$ cat src/rtl/saph_fpu_arbiter_if.sv
// saph_fpu_arbiter_if: requester, FPU lane and response signals of the FPU arbiter.
interface saph_fpu_arbiter_if #(
  parameter int REQS = 2,
  parameter int OPW  = 4
);
  logic [REQS-1:0]           req_valid;
  logic [REQS-1:0]           req_ready;
  logic [REQS-1:0][OPW-1:0]  req_op;
  logic [REQS-1:0][31:0]     req_a;
  logic [REQS-1:0][31:0]     req_b;
  logic                      fpu_valid;
  logic                      fpu_ready;
  logic [OPW-1:0]            fpu_op;
  logic [31:0]               fpu_a;
  logic [31:0]               fpu_b;
  logic                      fpu_res_valid;
  logic [31:0]               fpu_res;
  logic [REQS-1:0]           rsp_valid;
  logic [31:0]               rsp_data;
  logic                      busy;
  logic                      err;
  modport slave (
    input  req_valid, req_op, req_a, req_b, fpu_ready, fpu_res_valid, fpu_res,
    output req_ready, fpu_valid, fpu_op, fpu_a, fpu_b, rsp_valid, rsp_data, busy, err
  );
  modport master (
    output req_valid, req_op, req_a, req_b, fpu_ready, fpu_res_valid, fpu_res,
    input  req_ready, fpu_valid, fpu_op, fpu_a, fpu_b, rsp_valid, rsp_data, busy, err
  );
endinterface

$ cat src/rtl/saph_fpu_arbiter.sv
// saph_fpu_arbiter: round-robin share of one FPU issue lane with an in-order tag FIFO routing results back.
module saph_fpu_arbiter #(
  parameter int REQS  = 2,
  parameter int OPW   = 4,
  parameter int DEPTH = 4
) (
  input logic clk,
  input logic rst,
  saph_fpu_arbiter_if.slave bus
);
  localparam int IW = $clog2(REQS);
  localparam int AW = $clog2(DEPTH);
  logic [IW-1:0]   rr, gnt, jj;
  logic [IW-1:0]   tags [DEPTH];
  logic [AW-1:0]   wp, rp;
  logic [AW:0]     cnt;
  logic            full, empty, issue, pop;
  logic [REQS-1:0] one;
  int              j;
  // Scan from the farthest offset down so the nearest valid index at or after rr wins.
  always_comb begin
    gnt = rr;
    j = 0;
    jj = '0;
    for (int k = REQS - 1; k >= 0; k--) begin
      j = int'(rr) + k;
      j = j >= REQS ? j - REQS : j;
      jj = IW'(j);
      gnt = bus.req_valid[jj] ? jj : gnt;
    end
  end
  assign one           = {{(REQS-1){1'b0}}, 1'b1};
  assign full          = cnt == (AW+1)'(DEPTH);
  assign empty         = cnt == '0;
  assign bus.fpu_valid = (|bus.req_valid) & ~full & ~rst;
  assign issue         = bus.fpu_valid & bus.fpu_ready;
  assign bus.req_ready = issue ? one << gnt : '0;
  assign bus.fpu_op    = bus.req_op[gnt];
  assign bus.fpu_a     = bus.req_a[gnt];
  assign bus.fpu_b     = bus.req_b[gnt];
  assign pop           = bus.fpu_res_valid & ~empty;
  assign bus.busy      = ~empty;
  always_ff @(posedge clk)
    if (issue) tags[wp] <= gnt;
  always_ff @(posedge clk) begin
    if (rst) begin
      rr            <= '0;
      wp            <= '0;
      rp            <= '0;
      cnt           <= '0;
      bus.rsp_valid <= '0;
      bus.rsp_data  <= '0;
      bus.err       <= 1'b0;
    end else begin
      wp            <= issue ? wp + 1'b1 : wp;
      rr            <= issue ? (gnt == IW'(REQS - 1) ? '0 : gnt + 1'b1) : rr;
      rp            <= pop ? rp + 1'b1 : rp;
      cnt           <= cnt + (AW+1)'(issue) - (AW+1)'(pop);
      bus.rsp_valid <= pop ? one << tags[rp] : '0;
      bus.rsp_data  <= pop ? bus.fpu_res : bus.rsp_data;
      bus.err       <= bus.err | (bus.fpu_res_valid & empty);
    end
  end
endmodule

$ cat src/flat_wrapper.sv
// flat-port wrapper written by rule: the top's interface ports become plain ports
module saph_fpu_arbiter_flat 
#(
  parameter int REQS  = 2,
  parameter int OPW   = 4,
  parameter int DEPTH = 4
)
  (clk, rst, bus_req_valid, bus_req_op, bus_req_a, bus_req_b, bus_fpu_ready, bus_fpu_res_valid, bus_fpu_res, bus_req_ready, bus_fpu_valid, bus_fpu_op, bus_fpu_a, bus_fpu_b, bus_rsp_valid, bus_rsp_data, bus_busy, bus_err);
  saph_fpu_arbiter_if #(.REQS(REQS), .OPW(OPW)) bus_i ();
  input logic clk;
  input logic rst;
  input wire logic [$bits(bus_i.req_valid)-1:0] bus_req_valid;
  input wire logic [$bits(bus_i.req_op)-1:0] bus_req_op;
  input wire logic [$bits(bus_i.req_a)-1:0] bus_req_a;
  input wire logic [$bits(bus_i.req_b)-1:0] bus_req_b;
  input wire logic [$bits(bus_i.fpu_ready)-1:0] bus_fpu_ready;
  input wire logic [$bits(bus_i.fpu_res_valid)-1:0] bus_fpu_res_valid;
  input wire logic [$bits(bus_i.fpu_res)-1:0] bus_fpu_res;
  output wire logic [$bits(bus_i.req_ready)-1:0] bus_req_ready;
  output wire logic [$bits(bus_i.fpu_valid)-1:0] bus_fpu_valid;
  output wire logic [$bits(bus_i.fpu_op)-1:0] bus_fpu_op;
  output wire logic [$bits(bus_i.fpu_a)-1:0] bus_fpu_a;
  output wire logic [$bits(bus_i.fpu_b)-1:0] bus_fpu_b;
  output wire logic [$bits(bus_i.rsp_valid)-1:0] bus_rsp_valid;
  output wire logic [$bits(bus_i.rsp_data)-1:0] bus_rsp_data;
  output wire logic [$bits(bus_i.busy)-1:0] bus_busy;
  output wire logic [$bits(bus_i.err)-1:0] bus_err;
  assign bus_i.req_valid = bus_req_valid;
  assign bus_i.req_op = bus_req_op;
  assign bus_i.req_a = bus_req_a;
  assign bus_i.req_b = bus_req_b;
  assign bus_i.fpu_ready = bus_fpu_ready;
  assign bus_i.fpu_res_valid = bus_fpu_res_valid;
  assign bus_i.fpu_res = bus_fpu_res;
  assign bus_req_ready = bus_i.req_ready;
  assign bus_fpu_valid = bus_i.fpu_valid;
  assign bus_fpu_op = bus_i.fpu_op;
  assign bus_fpu_a = bus_i.fpu_a;
  assign bus_fpu_b = bus_i.fpu_b;
  assign bus_rsp_valid = bus_i.rsp_valid;
  assign bus_rsp_data = bus_i.rsp_data;
  assign bus_busy = bus_i.busy;
  assign bus_err = bus_i.err;
  saph_fpu_arbiter #(.REQS(REQS), .OPW(OPW), .DEPTH(DEPTH)) u_core (.clk(clk), .rst(rst), .bus(bus_i));
endmodule
$ cat config.mk
export PLATFORM = sky130hd
export DESIGN_NAME = saph_fpu_arbiter_flat
export DESIGN_NICKNAME = d
export VERILOG_FILES = /design/src/rtl/saph_fpu_arbiter_if.sv /design/src/rtl/saph_fpu_arbiter.sv /design/src/flat_wrapper.sv
export SDC_FILE = /design/constraint.sdc
export NUM_CORES = 1
export LEC_CHECK = 0
export CAP_MARGIN = 30
export CORE_AREA = 3 3 108 110
export DETAILED_ROUTE_END_ITERATION = 16
export DIE_AREA = 0 0 111 113
export GPL_TIMING_DRIVEN = 1
export HOLD_SLACK_MARGIN = 0.05
export PLACE_DENSITY = 0.71
export SLEW_MARGIN = 10
export SYNTH_ARGS = -nofsm -noshare
export SYNTH_HDL_FRONTEND = slang
export SYNTH_SLANG_ARGS = --single-unit
$ cat constraint.sdc
create_clock -name clk -period 2.93 [get_ports clk]
set_clock_uncertainty 0.05 [all_clocks]
set_input_delay 0.586 -clock clk [delete_from_list [all_inputs] [get_ports clk]]
set_output_delay 0.586 -clock clk [all_outputs]
set_load 0.01 [all_outputs]
* Yosys cells after proc, flatten, opt, wreduce, memory -nomap -nowiden
Memories as Yosys holds them, arrays and structs flattened. A register that Yosys moved wholly into a read port is not among the register bits.
Index checks and enable logic that the tools add are counted.
** Storage, ports and cells
- Flip-flop bits (word level) :: 43
- RAM bits :: 4
- Input bits :: 174
- Logic and storage cells :: 57
- Memories :: 1
** Memories
- u_core.tags :: depth 4, width 1, read ports 1, clocked after Yosys merged registers in 1, wr ports 1, RTL line saph_fpu_arbiter.sv:14 : logic [IW-1:0] tags [DEPTH];
** Cells by class
- $add $sub $neg :: 8
- Order comparisons :: 5
- Eq/ne operators :: 1
- Shift-type cells :: 2
- Muxes and demuxes :: 20
- Bitwise gates (word level) :: 10
- Reductions and logical operators :: 3
** Operators by type and width (number)
- two-way mux 32 bit :: 4
- two-way mux 1 bit :: 11
- two-way mux 4 bit :: 2
- less-than comparator 1 x 2 -> 1 bit (second input constant) :: 3
- two-way mux 2 bit :: 3
- AND 1 bit :: 5
- adder 2 x 1 -> 2 bit (second input constant) :: 2
- inverter 1 bit :: 4
- OR reduction 2 bit :: 2
- left shift 1 x 1 -> 2 bit (first input constant) :: 2
- adder 3 x 1 -> 3 bit :: 1
- equality test 3 bit (second input constant) :: 1
- zero test 3 bit :: 1
- subtractor 3 x 1 -> 3 bit :: 1
- adder 1 x 1 -> 2 bit (second input constant) :: 1
- greater-or-equal comparator 1 x 2 -> 1 bit (second input constant) :: 1
- greater-or-equal comparator 2 bit (second input constant) :: 1
- subtractor 1 bit (second input constant) :: 2
- adder 1 bit (second input constant) :: 1
- OR 1 bit :: 1

* Longest topological paths before layout
- Depth after elaboration :: 9
- Gate-level depth with buffers :: 10
- Gate-level depth less buffers :: 8

* Worst setup path after synthesis
No wires, ideal clock.
- Kind :: input -> register
- Start :: input rst
- End :: register u_core.cnt[2]
- Setup time :: 0.078 ns
- Arrival time :: 2.253 ns
- Data required time :: 2.802 ns
- Path slack :: 0.549 ns
- Cell stages on the path :: 10
- Buffers on the path :: 2
- Path through :: clkbuf_1 o21ba_2 and3_4 buf_6 ha_1 inv_1 fa_1 xor2_1 and2_1 nor3_1
** On the way
- Longest elaborated chain between the ends :: 5
** Ends and longest elaborated chain
- from (decl) :: RTL line flat_wrapper.sv:11 : input logic rst;
- inverter 1 bit :: RTL line saph_fpu_arbiter.sv:35 : assign bus.fpu_valid = (|bus.req_valid) & ~full & ~rst;
- AND 1 bit :: RTL line saph_fpu_arbiter.sv:35
- AND 1 bit :: RTL line saph_fpu_arbiter.sv:36 : assign issue = bus.fpu_valid & bus.fpu_ready;
- via u_core.issue :: RTL line saph_fpu_arbiter.sv:17 : logic full, empty, issue, pop;
- adder 3 x 1 -> 3 bit :: RTL line saph_fpu_arbiter.sv:58 : cnt <= cnt + (AW+1)'(issue) - (AW+1)'(pop);
- subtractor 3 x 1 -> 3 bit :: RTL line saph_fpu_arbiter.sv:58
- to (signal assigned) :: RTL line saph_fpu_arbiter.sv:58
- to (decl) :: RTL line saph_fpu_arbiter.sv:16 : logic [AW:0] cnt;
The timed path passes the listed nets, and every way through them passes these cells.
A chain may end at the register's enable or synchronous reset.

* Final worst setup path
- Start :: input bus_req_valid[0]
- End :: output bus_fpu_a[8]
** On the way
- Longest elaborated chain between the ends :: 6
- Elaborated cells on any way between the ends :: 8
** Ends and longest elaborated chain
- from (decl) :: RTL line flat_wrapper.sv:12 : input wire logic [$bits(bus_i.req_valid)-1:0] bus_req_valid;
- two-way mux 1 bit (implied by the code) (2 in a row) :: RTL line saph_fpu_arbiter.sv:29 : gnt = bus.req_valid[jj] ? jj : gnt;
- two-way mux 1 bit :: RTL line saph_fpu_arbiter.sv:29
- two-way mux 1 bit * :: RTL line saph_fpu_arbiter.sv:29
- two-way mux 32 bit (implied by the code) * (2 in a row) :: RTL line saph_fpu_arbiter.sv:39 : assign bus.fpu_a = bus.req_a[gnt];
- to (decl) :: RTL line flat_wrapper.sv:22 : output wire logic [$bits(bus_i.fpu_a)-1:0] bus_fpu_a;
Mark *: on every way between the ends. The rest lies on a longest branch, timed or not. The select of a mux whose other input is x is not followed.

==> impl_metrics.py <==
metrics = {
    "status": {
        "outcome": "finished with violations",
        "failed_checks": "setup timing",
    },
    "place": {
        "dp_slack_ps": -240.3,
        "port_buffers": 280,
        "hpwlAfterDp_um": 11000,
        "place_congestion": 0.9816,
    },
    "timing": {
        "tns_ps": -0.2733,
        "period_share_pct": 100.0,
        "hold_viol": 0,
        "fmax_mhz": 341.3,
        "finalWorstSetupSlack_ps": -0.2733,
        "holdWs_ps": 409.8,
        "tightest_slew_ps": 573.8,
        "final-setup-viol-count": 1,
        "maxSlewHeadroom_pct": 61.75,
        "slew_viol_final": 0,
        "min_period_ps": 2930,
        "rsz0062_at_grt": "yes",
    },
    "critical_path": {
        "r2r-end": "u_core.cnt[2]",
        "crit_path_start": "bus_req_valid[0]",
        "r2r_setup_slack_ps": 700,
        "crit_type": "input port to output pin",
        "worstRegToRegCells": 9,
        "start_kind": "input port",
        "crit_path_max_fanout": 15,
        "worst_ep_required_time_ps": 2290,
        "worst-endpoint-arrival_ps": 2290,
        "regToRegStartpoint": "u_core.cnt[2]",
        "crit_path_end_kind": "output pin",
    },
    "clock_tree": {
        "cts_buffers": 5,
        "cts_tree": "done",
        "clock-sinks": 49,
        "clockBufferDepth": 2,
        "cts-root-buf": "clkbuf_8",
        "htreeDepth": 2,
        "clk_pin_slew_ps": 90,
        "clock_latency_ps": 290,
        "cts_hold_repair.buffers": 0,
    },
    "power": {
        "netSwitchingPower_mw": 0.9008,
        "comb_power_share_pct": 49.1,
        "ir_drop_mv": 0.4203,
        "p_int_mw": 1.853,
        "swShare_pct": 32.71,
        "sequentialPowerShare_pct": 32.8,
        "clock_power_share_pct": 18.1,
        "powerDensity_nw_per_um2": 475.7,
        "p_leak_nw": 2.316,
    },
    "floorplanning": {
        "start_util_pct": 25.48,
        "core_sq_um": 10790,
        "dieArea_sq_um": 12540,
        "floorplan.rows": 38,
        "die-width_um": 111,
        "die_y_um": 113,
        "io-pin-count": 281,
    },
    "routing": {
        "drc_errors": 0,
        "wl_um": 12990,
        "vias": 3089,
        "first_iter_violations": 120,
        "ant_nets": 0,
        "via_per_inst": 4.394,
        "wl_per_cell_um": 18.48,
        "drt_pre_antenna_iters": 4,
    },
    "final_layout": {
        "final_nets": 742,
        "fillCellCount": 987,
        "layout-drive-gt1-share_pct": 17.58,
        "area_growth_pct": 110.5,
        "multi_input_area_sq_um": 1555,
        "antenna-diode-count": 0,
        "regArea_sq_um": 1021,
    },
    "yosys": {
        "synth_edf_count": 4,
        "yosysTopAreaCell": "dfxtp_1",
        "yosys-top-cells-count": "mux2_2, nand2_1, dfxtp_1, a21oi_1",
        "ys_types": 33,
        "synth_ff_type": "dfxtp_1",
        "synth_warnings": 0,
        "syn_nets": 467,
        "synth_area_sq_um": 2750,
        "synth-seq-cells": 49,
        "synth.top_cells.by_area": "dfxtp_1, mux2_2, nand2_1",
        "netlist.area_leader.share_pct": 32.76,
        "ys_async_sr_fraction_pct": 0,
        "seq_area_frac_synth_pct": 37.12,
        "syn_avg_cell_area_sq_um": 9.582,
        "syn_inst": 287,
        "yosysMostFrequentCell": "mux2_2",
    },
    "worst_hold_path": {
        "hp-class": "flop to flop",
        "hold_end": "u_core.bus.rsp_data[28]",
        "min-delay-start": "u_core.bus.rsp_data[28]",
        "whs_path_depth": 2,
    },
    "global_routing": {
        "grt_pass1_vias": 3210,
        "grtUsageTotal_pct": 19.61,
        "grt_pass1_wl_um": 19200,
        "grt_max_degree": 45,
        "grt-ovfl-total": 0,
        "antenna_found_initial": 0,
    },
    "run": {
        "maxCapViolCount": 0,
    },
}
## cell type report
class | count | area share [%]
timing repair buffer | 289 | 49.97
multi-input combinational | 210 | 26.86
sequential | 49 | 17.64
tap | 140 | 3.026
clock buffer | 6 | 1.426
clock inverter | 2 | 0.6268
inverter | 7 | 0.4539
## routing by layer
metal  GRT usage [%]  wire length [um]
met1           22.75              5118
met2           37.42              6939
met3           4.545               835
met4           2.791                98
met5               0                 0
## power groups by stage
stage                     sequential [mW]  combinational, mW  clock [mW]
final                               0.904               1.35       0.498
after global routing                0.923               1.47       0.542
after detailed placement            0.917               1.41           0
after floorplan                     0.947              0.622           0
after global placement              0.910               1.40           0
after CTS                           0.906               1.36       0.507
## registers in the layout, summed over array words and instances, names as in the netlist, named ones only
register / cells
u_core.bus.rsp_data: 32
u_core.cnt: 3
u_core.tags: 4
u_core.wp: 2
u_core.rp: 2
u_core.bus.rsp_valid: 2
u_core.rr: 1
u_core.bus.err: 1
## critical path, stage by stage
cell	delay [ps]
clkdlybuf4s50_1	470
inv_1	50
maj3_2	380
buf_6	200
mux2_2	310
dlygate4sd2_1	300
## timing repair
item	CTS	global route
setup buffers	0	1
resized for setup	62	52
pin swaps	0	1
gates cloned	0	0
setup endpoints to repair	70	62
## how the worst max path moves through the flow
stage,to,slack [ps],cells after the start
3_3_place_gp,bus_fpu_a[11],-260,6
5_1_grt,bus_fpu_a[8],-50,6
4_1_cts,bus_fpu_a[26],-160,6
6_report,bus_fpu_a[8],-0.3,6
3_5_place_dp,bus_fpu_a[6],-240,5
2_1_floorplan,u_core.cnt[2],550,10
## cells by family (layout without fill, tap and decap cells)
family / after synthesis / after routing / share of synthesized area (%)
simple gates: 88 / 88 / 13.92
mux: 71 / 71 / 29.39
flops: 49 / 49 / 37.12
compound gates: 42 / 42 / 9.190
buf+inv: 28 / 304 / 6.370
fa+ha+maj: 7 / 7 / 3.367
xor+xnor: 2 / 2 / 0.6371
## stage by stage
step	util, %	total power [mW]	cells	instance area (sq um)
floorplan	-	1.569	287	2750
global placement	52.45	2.307	695	5660
detailed placement	52.45	2.328	695	5660
CTS	53.05	2.777	703	5725
global route	53.64	2.931	703	5789
finish	53.64	2.754	703	5789
## layout by cell type (no fill, tap or decap), types with 2 or more instances in the layout
master and n:
clkbuf_8 6, nor3_1 3, edfxtp_1 4, mux2i_1 2, clkdlybuf4s50_1 210, inv_1 7, and2_1 4, buf_12 2
buf_4 7, ha_1 5, nor2_1 6, a21oi_1 35, nand2_1 65, mux2_2 68, and2_2 3, clkdlybuf4s15_1 30
dlygate4sd2_1 25, nor2b_1 2, dfxtp_1 45, dlymetal6s2s_1 13
Note: power is estimated with default switching activity, not from simulation.
